==> src/rtl/fifo_access_ctrl_pkg.sv <==
// Shared types and default sizing for the FIFO access controller.
package fifo_ctrl_pkg;

    localparam int FIFO_DATA_W = 8;
    localparam int FIFO_DEPTH  = 16;
    localparam int FIFO_CNT_W  = $clog2(FIFO_DEPTH + 1);

    // Read-side sequencer states
    typedef enum logic [1:0] {
        R_IDLE = 2'd0,
        R_WAIT = 2'd1,
        R_HOLD = 2'd2
    } rd_state_e;

endpackage

==> src/rtl/fifo_access_ctrl_if.sv <==
// Bus bundle between the access controller and its requesters, FIFO and sink.
interface fifo_access_ctrl_if
    import fifo_ctrl_pkg::*;
#(
    parameter int NUM_REQ = 4,
    parameter int DATA_W  = FIFO_DATA_W,
    parameter int CNT_W   = FIFO_CNT_W
);

    logic [NUM_REQ-1:0]        req_valid;
    logic [NUM_REQ*DATA_W-1:0] req_data;
    logic [NUM_REQ-1:0]        req_grant;
    logic                      fifo_wr;
    logic [DATA_W-1:0]         fifo_wdata;
    logic                      fifo_full;
    logic                      fifo_threshold;
    logic                      fifo_rd;
    logic [DATA_W-1:0]         fifo_rdata;
    logic                      fifo_empty;
    logic                      fifo_overflow;
    logic                      fifo_underflow;
    logic                      out_valid;
    logic [DATA_W-1:0]         out_data;
    logic                      out_ready;
    logic [CNT_W-1:0]          level;
    logic                      err_ovf;
    logic                      err_udf;

    // Controller side
    modport master (
        input  req_valid, req_data, fifo_full, fifo_threshold, fifo_rdata,
               fifo_empty, fifo_overflow, fifo_underflow, out_ready,
        output req_grant, fifo_wr, fifo_wdata, fifo_rd, out_valid, out_data,
               level, err_ovf, err_udf
    );

    // Requesters, FIFO memory and downstream sink
    modport slave (
        output req_valid, req_data, fifo_full, fifo_threshold, fifo_rdata,
               fifo_empty, fifo_overflow, fifo_underflow, out_ready,
        input  req_grant, fifo_wr, fifo_wdata, fifo_rd, out_valid, out_data,
               level, err_ovf, err_udf
    );

endinterface

==> src/rtl/fifo_access_ctrl_rr_arbiter.sv <==
// Combinational round-robin arbiter with a lock-to-requester-0 override.
module rr_arbiter #(
    parameter int NUM_REQ = 4,
    parameter int PTR_W   = $clog2(NUM_REQ)
) (
    input  logic [NUM_REQ-1:0] req,
    input  logic [PTR_W-1:0]   ptr,
    input  logic               enable,
    input  logic               lock0,
    output logic [NUM_REQ-1:0] grant
);

    // Grant the first requester after the last winner, wrapping around
    always_comb begin
        int unsigned idx;
        logic        found;
        grant = '0;
        found = 1'b0;
        idx   = 0;
        if (enable) begin
            if (lock0) begin
                grant[0] = req[0];
            end else begin
                for (int unsigned off = 1; off <= NUM_REQ; off++) begin
                    idx = (32'(ptr) + off) % 32'(NUM_REQ);
                    if (!found && req[idx]) begin
                        grant[idx] = 1'b1;
                        found      = 1'b1;
                    end
                end
            end
        end
    end

endmodule

==> src/rtl/fifo_access_ctrl.sv <==
// Write arbiter, occupancy tracker and read sequencer in front of the shared FIFO.
module fifo_access_ctrl
    import fifo_ctrl_pkg::*;
#(
    parameter int NUM_REQ = 4,
    parameter int DATA_W  = FIFO_DATA_W,
    parameter int DEPTH   = FIFO_DEPTH,
    parameter int CNT_W   = $clog2(DEPTH + 1)
) (
    input logic               clk,
    input logic               rst_n,
    fifo_access_ctrl_if.master bus
);

    localparam int               PTR_W   = $clog2(NUM_REQ);
    localparam logic [CNT_W-1:0] LVL_MAX = CNT_W'(DEPTH);
    localparam logic [PTR_W-1:0] PTR_RST = PTR_W'(NUM_REQ - 1);

    logic [PTR_W-1:0]   rr_ptr;
    logic [CNT_W-1:0]   level_q;
    rd_state_e          rd_state;
    logic               space;
    logic               accept;
    logic               rd_issue;
    logic [NUM_REQ-1:0] grant;
    logic [PTR_W-1:0]   win_idx;
    logic [DATA_W-1:0]  win_data;

    // Grants are held off during reset so nothing is offered that cannot be taken
    assign space = rst_n && (level_q < LVL_MAX) && !bus.fifo_full;

    rr_arbiter #(
        .NUM_REQ (NUM_REQ),
        .PTR_W   (PTR_W)
    ) u_arb (
        .req    (bus.req_valid),
        .ptr    (rr_ptr),
        .enable (space),
        .lock0  (bus.fifo_threshold),
        .grant  (grant)
    );

    assign bus.req_grant = grant;
    assign accept        = |(grant & bus.req_valid);
    assign bus.level     = level_q;

    // Read is issued only when the FIFO has data, so underflow is never caused here
    assign rd_issue = !bus.fifo_empty &&
                      ((rd_state == R_IDLE) || ((rd_state == R_HOLD) && bus.out_ready));

    // Encode the one-hot grant into the winner index and its data word
    always_comb begin
        win_idx  = '0;
        win_data = '0;
        for (int unsigned i = 0; i < NUM_REQ; i++) begin
            if (grant[i]) begin
                win_idx  = PTR_W'(i);
                win_data = bus.req_data[i*DATA_W +: DATA_W];
            end
        end
    end

    // Register the accepted word as a one-cycle write strobe and advance the pointer
    always_ff @(posedge clk or negedge rst_n) begin
        if (!rst_n) begin
            bus.fifo_wr    <= 1'b0;
            bus.fifo_wdata <= '0;
            rr_ptr         <= PTR_RST;
        end else begin
            bus.fifo_wr <= accept;
            if (accept) begin
                bus.fifo_wdata <= win_data;
                rr_ptr         <= win_idx;
            end
        end
    end

    // Occupancy: accepted words not yet read, clamped to 0..DEPTH
    always_ff @(posedge clk or negedge rst_n) begin
        if (!rst_n) begin
            level_q <= '0;
        end else if (accept && !rd_issue && (level_q != LVL_MAX)) begin
            level_q <= level_q + CNT_W'(1);
        end else if (rd_issue && !accept && (level_q != '0)) begin
            level_q <= level_q - CNT_W'(1);
        end
    end

    // Read sequencer: strobe the FIFO, capture the word, hold it until accepted
    always_ff @(posedge clk or negedge rst_n) begin
        if (!rst_n) begin
            rd_state      <= R_IDLE;
            bus.fifo_rd   <= 1'b0;
            bus.out_valid <= 1'b0;
            bus.out_data  <= '0;
        end else begin
            bus.fifo_rd <= rd_issue;
            case (rd_state)
                R_IDLE: begin
                    if (!bus.fifo_empty) rd_state <= R_WAIT;
                end
                R_WAIT: begin
                    bus.out_data  <= bus.fifo_rdata;
                    bus.out_valid <= 1'b1;
                    rd_state      <= R_HOLD;
                end
                R_HOLD: begin
                    if (bus.out_ready) begin
                        bus.out_valid <= 1'b0;
                        rd_state      <= bus.fifo_empty ? R_IDLE : R_WAIT;
                    end
                end
                default: rd_state <= R_IDLE;
            endcase
        end
    end

    // Sticky FIFO error flags, cleared only by reset
    always_ff @(posedge clk or negedge rst_n) begin
        if (!rst_n) begin
            bus.err_ovf <= 1'b0;
            bus.err_udf <= 1'b0;
        end else begin
            bus.err_ovf <= bus.err_ovf | bus.fifo_overflow;
            bus.err_udf <= bus.err_udf | bus.fifo_underflow;
        end
    end

endmodule

==> src/flat_wrapper.sv <==
// flat-port wrapper written by rule: the top's interface ports become plain ports
module fifo_access_ctrl_flat import fifo_ctrl_pkg::*;
#(
    parameter int NUM_REQ = 4,
    parameter int DATA_W  = FIFO_DATA_W,
    parameter int DEPTH   = FIFO_DEPTH,
    parameter int CNT_W   = $clog2(DEPTH + 1)
)
  (clk, rst_n, bus_req_valid, bus_req_data, bus_fifo_full, bus_fifo_threshold, bus_fifo_rdata, bus_fifo_empty, bus_fifo_overflow, bus_fifo_underflow, bus_out_ready, bus_req_grant, bus_fifo_wr, bus_fifo_wdata, bus_fifo_rd, bus_out_valid, bus_out_data, bus_level, bus_err_ovf, bus_err_udf);
  fifo_access_ctrl_if #(.NUM_REQ(NUM_REQ), .DATA_W(DATA_W), .CNT_W(CNT_W)) bus_i ();
  input logic clk;
  input logic rst_n;
  input wire logic [$bits(bus_i.req_valid)-1:0] bus_req_valid;
  input wire logic [$bits(bus_i.req_data)-1:0] bus_req_data;
  input wire logic [$bits(bus_i.fifo_full)-1:0] bus_fifo_full;
  input wire logic [$bits(bus_i.fifo_threshold)-1:0] bus_fifo_threshold;
  input wire logic [$bits(bus_i.fifo_rdata)-1:0] bus_fifo_rdata;
  input wire logic [$bits(bus_i.fifo_empty)-1:0] bus_fifo_empty;
  input wire logic [$bits(bus_i.fifo_overflow)-1:0] bus_fifo_overflow;
  input wire logic [$bits(bus_i.fifo_underflow)-1:0] bus_fifo_underflow;
  input wire logic [$bits(bus_i.out_ready)-1:0] bus_out_ready;
  output wire logic [$bits(bus_i.req_grant)-1:0] bus_req_grant;
  output wire logic [$bits(bus_i.fifo_wr)-1:0] bus_fifo_wr;
  output wire logic [$bits(bus_i.fifo_wdata)-1:0] bus_fifo_wdata;
  output wire logic [$bits(bus_i.fifo_rd)-1:0] bus_fifo_rd;
  output wire logic [$bits(bus_i.out_valid)-1:0] bus_out_valid;
  output wire logic [$bits(bus_i.out_data)-1:0] bus_out_data;
  output wire logic [$bits(bus_i.level)-1:0] bus_level;
  output wire logic [$bits(bus_i.err_ovf)-1:0] bus_err_ovf;
  output wire logic [$bits(bus_i.err_udf)-1:0] bus_err_udf;
  assign bus_i.req_valid = bus_req_valid;
  assign bus_i.req_data = bus_req_data;
  assign bus_i.fifo_full = bus_fifo_full;
  assign bus_i.fifo_threshold = bus_fifo_threshold;
  assign bus_i.fifo_rdata = bus_fifo_rdata;
  assign bus_i.fifo_empty = bus_fifo_empty;
  assign bus_i.fifo_overflow = bus_fifo_overflow;
  assign bus_i.fifo_underflow = bus_fifo_underflow;
  assign bus_i.out_ready = bus_out_ready;
  assign bus_req_grant = bus_i.req_grant;
  assign bus_fifo_wr = bus_i.fifo_wr;
  assign bus_fifo_wdata = bus_i.fifo_wdata;
  assign bus_fifo_rd = bus_i.fifo_rd;
  assign bus_out_valid = bus_i.out_valid;
  assign bus_out_data = bus_i.out_data;
  assign bus_level = bus_i.level;
  assign bus_err_ovf = bus_i.err_ovf;
  assign bus_err_udf = bus_i.err_udf;
  fifo_access_ctrl #(.NUM_REQ(NUM_REQ), .DATA_W(DATA_W), .DEPTH(DEPTH), .CNT_W(CNT_W)) u_core (.clk(clk), .rst_n(rst_n), .bus(bus_i));
endmodule
==> config.mk <==
export PLATFORM = sky130hd
export DESIGN_NAME = fifo_access_ctrl_flat
export DESIGN_NICKNAME = d
export VERILOG_FILES = /design/src/rtl/fifo_access_ctrl_pkg.sv /design/src/rtl/fifo_access_ctrl_if.sv /design/src/rtl/fifo_access_ctrl_rr_arbiter.sv /design/src/rtl/fifo_access_ctrl.sv /design/src/flat_wrapper.sv
export SDC_FILE = /design/constraint.sdc
export NUM_CORES = 1
export LEC_CHECK = 0
export CAP_MARGIN = 20
export CORE_UTILIZATION = 47
export DETAILED_ROUTE_END_ITERATION = 12
export PLACE_DENSITY = 0.95
export SLEW_MARGIN = 20
export SYNTH_ARGS = -nofsm -noshare
export SYNTH_HDL_FRONTEND = slang
export SYNTH_HIERARCHICAL = 1
export SYNTH_SLANG_ARGS = --single-unit
==> constraint.sdc <==
create_clock -name clk -period 8.8 [get_ports clk]
set_input_delay 0.88 -clock clk [delete_from_list [all_inputs] [get_ports clk]]
set_output_delay 0.88 -clock clk [all_outputs]
set_load 0.1 [all_outputs]
**After elaboration in Yosys (flattened, before gate mapping)**

Index checks and enable logic that the tools add are counted.

- $add $sub $neg: 6
- Magnitude comparators: 9
- Equality and inequality tests: 5
- Mux-type cells: 53
- Bitwise operators: 6
- Reduce and logical (&&, ||, !) cells: 30

Operators by type and width:

| kind | count |
|---|---|
| 2-to-1 mux 4 bit | 11 |
| 2-to-1 mux 8 bit | 4 |
| 2-to-1 mux 1 bit | 21 |
| logical AND 1 bit | 15 |
| < comparator 2 x 3 -> 1 bit (second input constant) | 4 |
| bitwise OR 4 bit | 3 |
| 2-to-1 mux 5 bit | 2 |
| binary-select mux 1 bit (select 2 bit) | 4 |
| demux 1 bit (select 2 bit) | 4 |
| >= comparator 2 x 1 -> 1 bit (second input constant) | 4 |
| 2-to-1 mux 2 bit | 4 |
| zero test 1 bit | 7 |
| case mux 2 bit (3 select lines) | 1 |
| adder 5 x 1 -> 5 bit (second input constant) | 1 |
| < comparator 5 bit (second input constant) | 1 |
| inequality test 5 bit (second input constant) | 1 |
| nonzero test 5 bit | 1 |
| subtractor 5 x 1 -> 5 bit (second input constant) | 1 |
| adder 2 x 1 -> 2 bit (second input constant) | 2 |
| adder 2 bit (second input constant) | 2 |
| bitwise AND 4 bit | 1 |
| inequality test 2 bit (second input constant) | 2 |
| AND reduction 2 bit | 2 |
| nonzero test 2 bit | 2 |
| 8 further kinds | 9 |

- Register bits after elaboration: 30
- Output and inout bits: 30
- Logic and storage cells: 119

**Depth between registers and ports, before layout**

Gate-level depths: netlist (run 1).

- Depth in word-level cells: 28
- Mapped depth: 16
- Mapped depth without buffers: 15

**Hierarchy**

Netlist (run 1), hierarchy kept.

Modules (own cells, without submodules):

| module | instances | cells an instance | area an instance (um^2) | seq. area each (um^2) |
|---|---|---|---|---|
| fifo_access_ctrl | 1 | 143 | 1622.8 | 753.2 |
| rr_arbiter | 1 | 50 | 427.9 | 0.0 |

**Worst setup path before layout (run 1)**

Ideal clock, no wire load.

- Kind: reg2reg
- Start: register u_core.rr_ptr[0]
- End: register u_core.level_q[4] (netlist: u_core/bus.level[4])
- Arrival time: 6.057 ns
- Required time: 8.662 ns
- Path slack: 2.605 ns
- Stages on the path, launching flop included: 15
- Buffers on the path: 1
- Clock period less this slack: 6.195 ns
- Path through: dfstp_2 > buf_6 > inv_1 > ha_1 > mux4_2 > or2b_1 > o21ai_0 > o21ai_0 > a22oi_1 > a22oi_1 > nand2_1 > fa_1 > a21o_1 > a21oi_1 > mux4_2

- Longest elaborated chain between the ends: 27
- Elaborated cells between the ends (all ways): 72
- Those cells by class: add/sub: 4; order compare: 8; mux: 39; bitwise: 4; reduce/logical: 17

Ends and longest elaborated chain:

| element | line | source |
|---|---|---|
| start, declared | fifo_access_ctrl.sv:19 | `logic [PTR_W-1:0] rr_ptr;` |
| start signal, assigned | fifo_access_ctrl.sv:73 | `rr_ptr <= win_idx;` |
| parallel branches: the longest is 18 deep, another holds < comparator 2 x 3 -> 1 bit | -- |  |
| 2-to-1 mux 4 bit (*) | fifo_access_ctrl_rr_arbiter.sv:26 | `if (!found && req[idx]) begin` |
| 2-to-1 mux 1 bit (*) | fifo_access_ctrl_rr_arbiter.sv:21 | `if (lock0) begin` |
| 2-to-1 mux 4 bit (*) | fifo_access_ctrl_rr_arbiter.sv:20 | `if (enable) begin` |
| net bus_req_grant[0] | flat_wrapper.sv:22 | `output wire logic [$bits(bus_i.req_grant)-1:0] bus_req_grant;` |
| bitwise AND 4 bit (*) | fifo_access_ctrl.sv:44 | `assign accept = \|(grant & bus.req_valid);` |
| OR reduction 4 bit (*) | fifo_access_ctrl.sv:44 |  |
| zero test 1 bit | fifo_access_ctrl.sv:84 | `end else if (rd_issue && !accept && (level_q != '0)) begin` |
| logical AND 1 bit (2 in series) | fifo_access_ctrl.sv:84 |  |
| nonzero test 2 bit (no source line) | -- |  |
| end signal, assigned | fifo_access_ctrl.sv:83 | `level_q <= level_q + CNT_W'(1);` |
| end signal, assigned | fifo_access_ctrl.sv:85 | `level_q <= level_q - CNT_W'(1);` |
| end, declared | fifo_access_ctrl.sv:20 | `logic [CNT_W-1:0] level_q;` |

Mark *: on every way through the listed nets, which the timed path passes. The select of a mux whose other input is x is not followed.
A chain may end at the register's enable or synchronous reset.

**Final worst setup path (run 1)**

- Start: input bus_req_valid[1]
- End: output bus_req_grant[2]

- Longest elaborated chain between the ends: 20
- Elaborated cells between the ends (all ways): 38
- Those cells by class: mux: 29; bitwise: 3; reduce/logical: 6

Ends and longest elaborated chain:

| element | line | source |
|---|---|---|
| start, declared | flat_wrapper.sv:13 | `input wire logic [$bits(bus_i.req_valid)-1:0] bus_req_valid;` |
| binary-select mux 1 bit (select 2 bit) | fifo_access_ctrl_rr_arbiter.sv:26 |  |
| 2-to-1 mux 1 bit (implied by the code) | fifo_access_ctrl_rr_arbiter.sv:26 |  |
| 2-to-1 mux 1 bit | fifo_access_ctrl_rr_arbiter.sv:26 |  |
| 2-to-1 mux 1 bit | fifo_access_ctrl_rr_arbiter.sv:21 |  |
| 2-to-1 mux 1 bit | fifo_access_ctrl_rr_arbiter.sv:20 |  |
| zero test 1 bit | fifo_access_ctrl_rr_arbiter.sv:26 |  |
| logical AND 1 bit | fifo_access_ctrl_rr_arbiter.sv:26 |  |
| 2-to-1 mux 1 bit | fifo_access_ctrl_rr_arbiter.sv:26 |  |
| (+4 left out) | -- |  |
| 2-to-1 mux 1 bit | fifo_access_ctrl_rr_arbiter.sv:26 |  |
| 2-to-1 mux 1 bit | fifo_access_ctrl_rr_arbiter.sv:21 |  |
| 2-to-1 mux 1 bit | fifo_access_ctrl_rr_arbiter.sv:20 |  |
| zero test 1 bit | fifo_access_ctrl_rr_arbiter.sv:26 |  |
| logical AND 1 bit | fifo_access_ctrl_rr_arbiter.sv:26 |  |
| 2-to-1 mux 4 bit (*) | fifo_access_ctrl_rr_arbiter.sv:26 |  |
| 2-to-1 mux 3 bit (*) | fifo_access_ctrl_rr_arbiter.sv:21 |  |
| 2-to-1 mux 4 bit (*) | fifo_access_ctrl_rr_arbiter.sv:20 |  |
| end, declared | flat_wrapper.sv:22 |  |

Every way passes the cells marked *; elsewhere a longest branch is shown, timed or not. The select of a mux whose other input is x is not followed.

==> impl_metrics.json, run 1 <==
{
  "run_status": "complete, no violations",
  "chipHeight_um": 68.06,
  "tightest_slew_ns": 1.016,
  "rows": 23,
  "drt.antenna.violating_nets": 0,
  "drt_first_pass_iters": 6,
  "hold_buffers": 0,
  "num_io_pins": 82,
  "critical_path.startpoint_type": "input port",
  "detailedPlace.worstSlack_ns": 3.011,
  "multi_input_area_mm2": 0.001226,
  "synth_ff_type": "sky130_fd_sc_hd__dfrtp_1",
  "count_of_mapped_cells_out_of_synthesis": 193,
  "synthMostInstantiatedCell": "sky130_fd_sc_hd__dfrtp_1",
  "share_of_post_route_cells_with_drive_strength_above_1_pct": 15.64,
  "wire_per_inst_um": 17.99,
  "yosys-top-cells-area": "sky130_fd_sc_hd__dfrtp_1 (34%), sky130_fd_sc_hd__a22oi_1 (7.0%), sky130_fd_sc_hd__ha_1 (6.7%)",
  "synth_edf_count": 0,
  "detail_route.wirelength_um": 5846,
  "synth.top_cell.area_share_pct": 34.17,
  "clkTransAtPathRegs_ns": 0.06,
  "placed_area_mm2": 0.002898,
  "port_buffers": 81,
  "total_leakage_power_nw": 1.157,
  "drt_iter0_markers": 140,
  "via_count": 1993,
  "critical_path_required_ns": 7.92,
  "final.setup.worst_slack_ns": 3.129,
  "clock_tree_from_tritoncts": "done",
  "post_synth_instance_area_mm2": 0.002051,
  "peakVddDrop_uv": 196.3,
  "cts.path.max_buffers": 2,
  "design.final.nets": 339,
  "max-slew-margin-rel_pct": 31.99,
  "library_cell_occupying_the_most_area_in_the_post_synthesis_netlist": "sky130_fd_sc_hd__dfrtp_1",
  "endpoint_kind": "output port",
  "final_critical_path_time_including_i_o_delays_and_setup_ns": 5.671,
  "cts_max_level": 2,
  "grt_overflow_total": 0,
  "register_area_um2": 753.2,
  "yosys_register_bits": 30,
  "routability_congestion_estimate": 0.9456,
  "fmax_ghz": 0.1763,
  "hold_path.class": "flop to flop",
  "syn_avg_cell_area_um2": 10.63,
  "final_hold_viol_count": 0,
  "synth.top_cells.by_count": "sky130_fd_sc_hd__dfrtp_1 (28), sky130_fd_sc_hd__a22oi_1 (19), sky130_fd_sc_hd__mux2_2 (12), sky130_fd_sc_hd__nand2_1 (12)",
  "num_antenna_cells": 0,
  "timing.final.max_slew_violations": 0,
  "first_global_vias": 1922,
  "synth-seq-area-share_pct": 36.73,
  "clk_root_buffer_cell": "sky130_fd_sc_hd__clkbuf_8",
  "worst_skew_pair.late_latency_ns": 0.28,
  "grt_use_total_pct": 26.97,
  "grt_max_degree": 32,
  "post_cts.resized_instances": 0,
  "design.die.area_mm2": 0.004631,
  "final.setup.tns_ns": 0,
  "detailed_place_hpwl_um": 4237,
  "fp.coreArea_mm2": 0.004086,
  "synth-warning-count": 6,
  "data_arrival_at_the_endpoint_of_the_critical_path_ns": 4.79,
  "route.detailed.vias_per_inst": 6.132,
  "grt_pass1_wl_um": 9142,
  "pwr_density_cell_mw_per_mm2": 387.9,
  "ys_async_sr_fraction_pct": 100.0,
  "timing.final.setup_violations": 0,
  "max-cap-violations": 0,
  "area_growth_pct": 46.80,
  "yosys.cell_types.count": 51,
  "critPathMaxFanout": 14,
  "drc": 0,
  "finClkSkew_ns": 0.002033,
  "clock_sinks": 30,
  "start_util_pct": 50.18,
  "post-cts-setup-buffers": 0,
  "initial_antenna_violation_count": 0,
  "dieWidth_um": 68.06,
  "num-fill-cells": 289,
  "cts-buffers-inserted": 5,
  "critPathKind": "input port to output port",
  "final_area_mm2": 0.003010,
  "post_route_clock_period_utilization_pct": 64.45,
  "grt_setup_unrepaired": "false",
  "syn_nets": 257
}
-- logic make-up (layout without fill, tap and decap cells) --
group | count (synthesis) | count (layout) | share of synthesized area, %
AOI/OAI and AO/OA | 69 | 69 | 25.20
and+or+nand+nor | 47 | 47 | 14.40
DFF | 30 | 30 | 36.73
muxes | 17 | 17 | 11.65
buffers and inverters | 16 | 98 | 3.477
adders and majority gates | 12 | 12 | 7.688
xor gates and xnor gates | 2 | 2 | 0.8543
-- cells in the final DEF (no fill, tap or decap), types with 2 or more instances in the layout --
cell type,n
sky130_fd_sc_hd__o21ai_0,7
sky130_fd_sc_hd__clkbuf_8,6
sky130_fd_sc_hd__ha_1,11
sky130_fd_sc_hd__nor2b_1,2
sky130_fd_sc_hd__nor3_1,2
sky130_fd_sc_hd__nor2_4,2
sky130_fd_sc_hd__nand2b_1,2
sky130_fd_sc_hd__a21oi_1,6
sky130_fd_sc_hd__a22o_2,2
sky130_fd_sc_hd__a21o_1,2
sky130_fd_sc_hd__nand2_1,12
sky130_fd_sc_hd__dfrtp_1,28
sky130_fd_sc_hd__mux4_2,3
sky130_fd_sc_hd__o21a_1,8
sky130_fd_sc_hd__or2_2,3
sky130_fd_sc_hd__o211ai_1,11
sky130_fd_sc_hd__buf_4,2
sky130_fd_sc_hd__mux2_2,12
sky130_fd_sc_hd__nand3_1,5
sky130_fd_sc_hd__nor2_1,9
sky130_fd_sc_hd__inv_1,7
sky130_fd_sc_hd__clkdlybuf4s50_1,81
sky130_fd_sc_hd__a22oi_1,19
sky130_fd_sc_hd__a221oi_1,4
sky130_fd_sc_hd__dfstp_2,2
-- critical path, cell delays in order --
cell	delay [ns]
sky130_fd_sc_hd__clkdlybuf4s50_1	0.53
sky130_fd_sc_hd__mux4_2	0.59
sky130_fd_sc_hd__or2_1	0.31
sky130_fd_sc_hd__nor3b_4	0.27
sky130_fd_sc_hd__a221oi_1	0.13
sky130_fd_sc_hd__nor2_1	0.78
sky130_fd_sc_hd__clkdlybuf4s50_1	1.30
-- final cells by class --
| class | instances | share of cell area, % |
|---|---|---|
| timing repair buffer | 83 | 27.43 |
| multi-input combinational | 147 | 40.73 |
| clock inverter | 1 | 0.9975 |
| sequential | 30 | 25.02 |
| inverter | 8 | 0.9975 |
| tap | 50 | 2.078 |
| clock buffer | 6 | 2.743 |
-- routing by layer --
layer  share of wire (%)  track usage, %
met1                  37           32.29
met2                  53           46.32
met3                 7.5           7.167
met4                 1.7           9.115
met5                   0               0
-- where the power goes --
group / internal (mW) / leakage, nW / switching (mW)
sequential: 0.195 / 0.346 / 0.0580
combinational: 0.233 / 0.754 / 0.539
clock: 0.0905 / 0.0573 / 0.0515
-- registers in the layout (all words and copies together) (netlist names) --
register and cells:
u_core/bus.fifo_wr 1, u_core/bus.out_valid 1, u_core/bus.fifo_wdata 8, u_core/rd_state 2, u_core/bus.out_data 8, u_core/rr_ptr 2, u_core/bus.err_ovf 1, u_core/bus.fifo_rd 1
u_core/bus.err_udf 1, u_core/bus.level 5
-- metrics by stage --
| step | cells | power (mW) | hold slack, ns | utilization, % |
|---|---|---|---|---|
| 2_1_floorplan | 193 | 0.8293 | 0.4974 | - |
| 5_1_grt | 325 | 1.220 | 0.4980 | 73.67 |
| 3_3_place_gp | 318 | 1.003 | 0.4462 | 70.91 |
| 3_5_place_dp | 318 | 1.017 | 0.4485 | 70.91 |
| 4_1_cts | 325 | 1.167 | 0.4815 | 73.67 |
| 6_report | 325 | 1.168 | 0.4772 | 73.67 |
-- path summary, 6_finish.rpt --
kind / slack, ns / startpoint / end / cells after the start
max reg2reg: 3.26 / u_core/rr_ptr[0] / u_core/bus.level[4] / 14
min reg2reg: 0.48 / u_core/bus.err_ovf / u_core/bus.err_ovf / 1
min: 0.48 / u_core/bus.err_ovf / u_core/bus.err_ovf / 1
min in group asynchronous: 0.98 / rst_n / u_core/bus.out_data[7] / 2
max in group asynchronous: 7.50 / rst_n / u_core/rr_ptr[1] / 2
max: 3.13 / bus_req_valid[1] / bus_req_grant[2] / 7
(Power assumes the default switching activity.)
==> run 2: changes to the inputs <==
--- a/config.mk
+++ b/config.mk
@@ -6,9 +6,9 @@
 export NUM_CORES = 1
 export LEC_CHECK = 0
 export CAP_MARGIN = 20
-export CORE_UTILIZATION = 47
+export CORE_UTILIZATION = 44
 export DETAILED_ROUTE_END_ITERATION = 12
-export PLACE_DENSITY = 0.95
+export PLACE_DENSITY = 0.92
 export SLEW_MARGIN = 20
 export SYNTH_ARGS = -nofsm -noshare
 export SYNTH_HDL_FRONTEND = slang
==> constraint.sdc (replaced) <==
create_clock -name clk -period 5.6 [get_ports clk]
set_input_delay 0.56 -clock clk [delete_from_list [all_inputs] [get_ports clk]]
set_output_delay 0.56 -clock clk [all_outputs]
set_load 0.1 [all_outputs]
==> run 2 against run 1 <==
  * Critical path depth grew 7
  * Register-to-register slack worse by 2.4 ns
  * Die area grew 6.6%
  * Sequential power rose by 56%
  * Design area down 0.42%
  * Critical endpoint is now u_core/bus.level[4]
  * Largest power group unchanged
==> impl_metrics.json, run 2 (synthesized netlist as in run 1, its figures left out) <==
{
  "critPathMaxFanout": 11,
  "data_arrival_at_the_endpoint_of_the_critical_path_ns": 4.92,
  "fin_hold_ws_ns": 0.4691,
  "grt_use_total_pct": 21.78,
  "final_critical_path_time_including_i_o_delays_and_setup_ns": 4.768,
  "design.final.nets": 340,
  "internal-power_uw": 769.8,
  "cts.path.max_buffers": 2,
  "post-cts-setup-buffers": 0,
  "first_global_vias": 1897,
  "total_leakage_power_nw": 1.160,
  "share_of_post_route_cells_with_drive_strength_above_1_pct": 18.41,
  "port_buffers": 81,
  "initial_antenna_violation_count": 0,
  "clock_tree_from_tritoncts": "done",
  "post_cts.resized_instances": 0,
  "grt_pass1_wl_um": 8583,
  "fp.coreArea_mm2": 0.004414,
  "worst_skew_pair.late_latency_ns": 0.28,
  "critical_path_required_ns": 5.75,
  "drt_iter0_markers": 185,
  "tightest_slew_ns": 1.001,
  "rows": 24,
  "cts-buffers-inserted": 5,
  "max-slew-margin-rel_pct": 33.04,
  "via_count": 1917,
  "detailed_place_hpwl_um": 3892,
  "finClkSkew_ns": 0.007737,
  "routability_congestion_estimate": 0.9194,
  "detail_route.wirelength_um": 5198,
  "design.die.area_mm2": 0.004938,
  "commonest_non_fill_non_tap_cells_in_the_layout": "sky130_fd_sc_hd__clkdlybuf4s50_1 (77), sky130_fd_sc_hd__dfrtp_1 (28), sky130_fd_sc_hd__a22oi_1 (19)",
  "hold_buffers": 0,
  "max-cap-violations": 0,
  "start_util_pct": 46.46,
  "critical_path.startpoint_type": "flop",
  "timing.final.max_slew_violations": 0,
  "run_status": "complete, no violations",
  "peakVddDrop_uv": 329.6,
  "route.detailed.vias_per_inst": 5.827,
  "drt_first_pass_iters": 4,
  "grt_max_degree": 31,
  "combPwrFrac_pct": 67.5,
  "chipHeight_um": 70.27,
  "endpoint_kind": "flop",
  "detailedPlace.worstSlack_ns": 0.8078,
  "grt_overflow_total": 0,
  "num-fill-cells": 337,
  "wire_per_inst_um": 15.80,
  "proportion_of_total_power_due_to_net_switching_pct": 56.62,
  "power_frac_clock_pct": 10.3,
  "clkTransAtPathRegs_ns": 0.07,
  "hold_path.class": "flop to flop",
  "final.setup.tns_ns": 0,
  "grt_setup_unrepaired": "false",
  "pwr-share-seq_pct": 22.3,
  "num_antenna_cells": 0,
  "leading_cell_type_in_the_layout_fill_and_taps_excluded": "sky130_fd_sc_hd__clkdlybuf4s50_1",
  "critPathKind": "flop to flop",
  "timing.final.setup_violations": 0,
  "clk_root_buffer_cell": "sky130_fd_sc_hd__clkbuf_8",
  "drc": 0,
  "post_route_clock_period_utilization_pct": 85.14,
  "clock_sinks": 30,
  "pwr_density_cell_mw_per_mm2": 592.0,
  "final_hold_viol_count": 0,
  "area_growth_pct": 46.19,
  "dieWidth_um": 70.27,
  "num_io_pins": 82,
  "fmax_ghz": 0.2097,
  "drt.antenna.violating_nets": 0,
  "cts_max_level": 2,
  "net-switching-power_mw": 1.005,
  "final.setup.worst_slack_ns": 0.8319
}
==> run 2: cell types whose count changed in the layout (fill, tap and decap cells not counted) <==
| cell | change |
|---|---|
| sky130_fd_sc_hd__buf_4 | +5 |
| sky130_fd_sc_hd__clkdlybuf4s50_1 | -4 |
| sky130_fd_sc_hd__nor2_1 | -2 |
| sky130_fd_sc_hd__nor2_2 | +2 |
| sky130_fd_sc_hd__bufinv_16 | -1 |
| sky130_fd_sc_hd__clkinv_2 | +1 |
| sky130_fd_sc_hd__clkinvlp_4 | +1 |
| sky130_fd_sc_hd__o21ai_0 | -1 |
| sky130_fd_sc_hd__o21ai_1 | +1 |
==> run 2: area by class of cell <==
cell class	instances	area [um2]	area share, %
multi-input cells	147	1231	41.07
repair buffers	84	823.3	27.46
flip-flops and latches	30	753.2	25.13
clock buffers	6	82.58	2.755
well taps	52	65.06	2.170
inverters	8	30.03	1.002
clock inverters	2	12.51	0.4174
==> run 2: through the flow <==
step                std cells  power, mW  util (%)  cell area [um2]
detailed placement        321      1.592     65.76             2903
global placement          321      1.572     65.76             2903
floorplan                 193      1.305         -             2056
finish                    329      1.775     67.91             2998
global route              329      1.859     67.91             2998
CTS                       329      1.781     67.91             2998
==> run 2: routing by layer <==
metal  vias to the layer above  part of all wire, %  global-route usage [%]  routed length [um]
met4                         0                 0.83                   6.222                  43
met3                         6                  6.6                   4.906                 343
met5                         -                    0                       0                   0
li1                        904                    -                       -                   -
met1                       923                   40                   25.65                2091
met2                        84                   52                   39.26                2719
==> run 2: worst paths after layout <==
path	startpoint	cells after the start	endpoint	slack [ns]
max	u_core/rr_ptr[0]	14	u_core/bus.level[4]	0.83
min	u_core/bus.err_ovf	1	u_core/bus.err_ovf	0.47
max reg2reg	u_core/rr_ptr[0]	14	u_core/bus.level[4]	0.83
min reg2reg	u_core/bus.err_ovf	1	u_core/bus.err_ovf	0.47
max in group asynchronous	rst_n	2	u_core/rr_ptr[0]	4.56
min in group asynchronous	rst_n	2	u_core/bus.level[4]	0.72
==> run 2: critical path, cell delays in order (launching register included) <==
cell,delay (ns)
sky130_fd_sc_hd__dfstp_2,0.67
sky130_fd_sc_hd__inv_1,0.18
sky130_fd_sc_hd__ha_1,0.38
sky130_fd_sc_hd__mux4_2,0.39
sky130_fd_sc_hd__or2_1,0.30
sky130_fd_sc_hd__nor3b_4,0.27
sky130_fd_sc_hd__a221oi_1,0.14
sky130_fd_sc_hd__nor2_2,0.24
sky130_fd_sc_hd__a22oi_1,0.17
sky130_fd_sc_hd__a22oi_1,0.38
sky130_fd_sc_hd__nand2_1,0.21
sky130_fd_sc_hd__fa_1,0.44
sky130_fd_sc_hd__a21o_1,0.17
sky130_fd_sc_hd__a21oi_1,0.18
sky130_fd_sc_hd__mux4_2,0.53
==> run 2: power groups by stage <==
stage	Clock (mW)	Combinational [mW]	Sequential, mW
after CTS	0.187	1.20	0.397
after detailed placement	0	1.19	0.400
after global placement	0	1.18	0.395
after global routing	0.196	1.25	0.410
final	0.182	1.20	0.395
after floorplan	0	0.366	0.940
==> run 3: changes to the inputs <==
--- a/config.mk
+++ b/config.mk
@@ -6,9 +6,9 @@
 export NUM_CORES = 1
 export LEC_CHECK = 0
 export CAP_MARGIN = 20
-export CORE_UTILIZATION = 44
+export CORE_UTILIZATION = 35
 export DETAILED_ROUTE_END_ITERATION = 12
-export PLACE_DENSITY = 0.92
+export PLACE_DENSITY = 0.78
 export SLEW_MARGIN = 20
 export SYNTH_ARGS = -nofsm -noshare
 export SYNTH_HDL_FRONTEND = slang
==> run 3 against run 2 <==
  * Routed wire length unchanged
  * First-iteration DRC count fell by 14%
  * Sequential cell count did not move
  * Sequential power is essentially flat
  * Non-clock buffer count unchanged
  * Highest routed layer unchanged
==> impl_metrics.json, run 3 (synthesized netlist as in run 1, its figures left out) <==
{
  "cts_max_level": 2,
  "num_antenna_cells": 0,
  "design_power_total_mw": 1.751,
  "timing.final.setup_violations": 0,
  "drt.antenna.violating_nets": 0,
  "hold_path.class": "flop to flop",
  "grt_pass1_wl_um": 8569,
  "clk_root_buffer_cell": "sky130_fd_sc_hd__clkbuf_8",
  "pwr_density_cell_mw_per_mm2": 582.2,
  "first_global_vias": 1846,
  "r2r_setup_slack_ns": 0.89,
  "run_status": "complete, no violations",
  "worst_skew_pair.late_latency_ns": 0.27,
  "grt_setup_unrepaired": "false",
  "tightest_slew_ns": 1.004,
  "finClkSkew_ns": 0.004317,
  "final.setup.tns_ns": 0,
  "share_of_post_route_cells_with_drive_strength_above_1_pct": 18.12,
  "routability_congestion_estimate": 0.9831,
  "chipHeight_um": 78.55,
  "start_util_pct": 36.79,
  "detail_route.wirelength_um": 5198,
  "initial_antenna_violation_count": 0,
  "hold_buffers": 0,
  "total_leakage_power_nw": 1.156,
  "drt_first_pass_iters": 4,
  "max-cap-violations": 0,
  "cts-buffers-inserted": 5,
  "drc": 0,
  "cts.path.max_buffers": 2,
  "clock_tree_from_tritoncts": "done",
  "endpoint": "u_core/bus.level[4]",
  "design.final.nets": 340,
  "proportion_of_total_power_due_to_net_switching_pct": 56.87,
  "final_standard_cell_utilization_of_the_core_pct": 53.94,
  "detailed_place_hpwl_um": 4109,
  "area_growth_pct": 46.61,
  "rows": 27,
  "wire_per_inst_um": 14.94,
  "fp.coreArea_mm2": 0.005574,
  "max-slew-margin-rel_pct": 32.88,
  "num_io_pins": 82,
  "critPathMaxFanout": 11,
  "port_buffers": 81,
  "grt_use_total_pct": 17.88,
  "clkTransAtPathRegs_ns": 0.06,
  "combPwrFrac_pct": 68.2,
  "grt_overflow_total": 0,
  "post_route_clock_period_utilization_pct": 84.19,
  "post-cts-setup-buffers": 0,
  "pwr-share-seq_pct": 22.7,
  "start_point_of_the_critical_path": "u_core/rr_ptr[0]",
  "commonest_non_fill_non_tap_cells_in_the_layout": "sky130_fd_sc_hd__clkdlybuf4s50_1 (77), sky130_fd_sc_hd__dfrtp_1 (28), sky130_fd_sc_hd__a22oi_1 (19)",
  "critical_path.reg2reg.startpoint": "u_core/rr_ptr[0]",
  "depth_of_the_most_critical_reg_to_reg_path": 14,
  "net-switching-power_uw": 995.6,
  "critPathKind": "flop to flop",
  "critical_path_required_ns": 5.74,
  "power_frac_clock_pct": 9.1,
  "internal-power_uw": 754.9,
  "r2r_end": "u_core/bus.level[4]",
  "data_arrival_at_the_endpoint_of_the_critical_path_ns": 4.86,
  "critical_path.startpoint_type": "flop",
  "final_hold_viol_count": 0,
  "timing.final.max_slew_violations": 0,
  "clock_sinks": 30,
  "fmax_ghz": 0.2121,
  "peakVddDrop_uv": 491.2,
  "dieWidth_um": 78.55,
  "via_count": 1888,
  "design.die.area_mm2": 0.006169,
  "leading_cell_type_in_the_layout_fill_and_taps_excluded": "sky130_fd_sc_hd__clkdlybuf4s50_1",
  "final_critical_path_time_including_i_o_delays_and_setup_ns": 4.714,
  "route.detailed.vias_per_inst": 5.425,
  "endpoint_kind": "flop",
  "post_cts.resized_instances": 0,
  "grt_max_degree": 31,
  "drt_iter0_markers": 159
}
-- run 3: layout make-up --
class	instances	area, um2
clock inverters	2	10.01
inverters	8	30.03
repair buffers	84	823.3
fillers	488	2567
multi-input cells	147	1231
well taps	72	90.09
clock buffers	5	68.82
flip-flops and latches	30	753.2
-- run 3: how the worst min path moves through the flow --
stage | from | endpoint | slack [ns] | cells past startpoint
floorplan | rst_n | u_core/bus.err_ovf | 0.26 | 0
CTS | u_core/bus.err_udf | u_core/bus.err_udf | 0.47 | 1
detailed placement | u_core/bus.err_ovf | u_core/bus.err_ovf | 0.45 | 1
finish | u_core/bus.err_udf | u_core/bus.err_udf | 0.47 | 1
global route | u_core/bus.err_ovf | u_core/bus.err_ovf | 0.50 | 1
global placement | u_core/bus.err_ovf | u_core/bus.err_ovf | 0.46 | 1
-- run 3: critical path: stages, from the launching register on --
cell and delay [ns]:
sky130_fd_sc_hd__dfstp_2 0.67, sky130_fd_sc_hd__inv_1 0.19, sky130_fd_sc_hd__ha_1 0.37, sky130_fd_sc_hd__mux4_2 0.39, sky130_fd_sc_hd__or2_1 0.30, sky130_fd_sc_hd__nor3b_4 0.26, sky130_fd_sc_hd__a221oi_1 0.13, sky130_fd_sc_hd__nor2_2 0.24
sky130_fd_sc_hd__a22oi_1 0.17, sky130_fd_sc_hd__a22oi_1 0.37, sky130_fd_sc_hd__nand2_1 0.21, sky130_fd_sc_hd__fa_1 0.43, sky130_fd_sc_hd__a21o_1 0.17, sky130_fd_sc_hd__a21oi_1 0.18, sky130_fd_sc_hd__mux4_2 0.51
-- run 3: per-layer routing --
layer  part of all wire [%]  GRT usage [%]  vias up
met5                      0              0        -
met4                    1.2          5.926        0
met3                    8.7          5.465        8
met2                     49          29.48       94
met1                     41          22.08      880
li1                       -              -      906
-- run 3: metrics by stage --
step                cells  setup WS (ns)  hold WS [ns]  cell area, um2
finish                348         0.8856        0.4702            3007
global route          348         0.5778        0.4954            3007
CTS                   348         0.8876        0.4734            3007
detailed placement    341         0.8143        0.4494            2928
global placement      341         0.9005        0.4571            2928
floorplan             193        0.08308        0.2644            2056
-- run 3: power groups by stage --
stage	clock, mW	sequential, mW	combinational (mW)
after global routing	0.177	0.414	1.25
after floorplan	0	0.940	0.366
final	0.159	0.397	1.19
after detailed placement	0	0.402	1.19
after global placement	0	0.396	1.18
after CTS	0.166	0.399	1.19
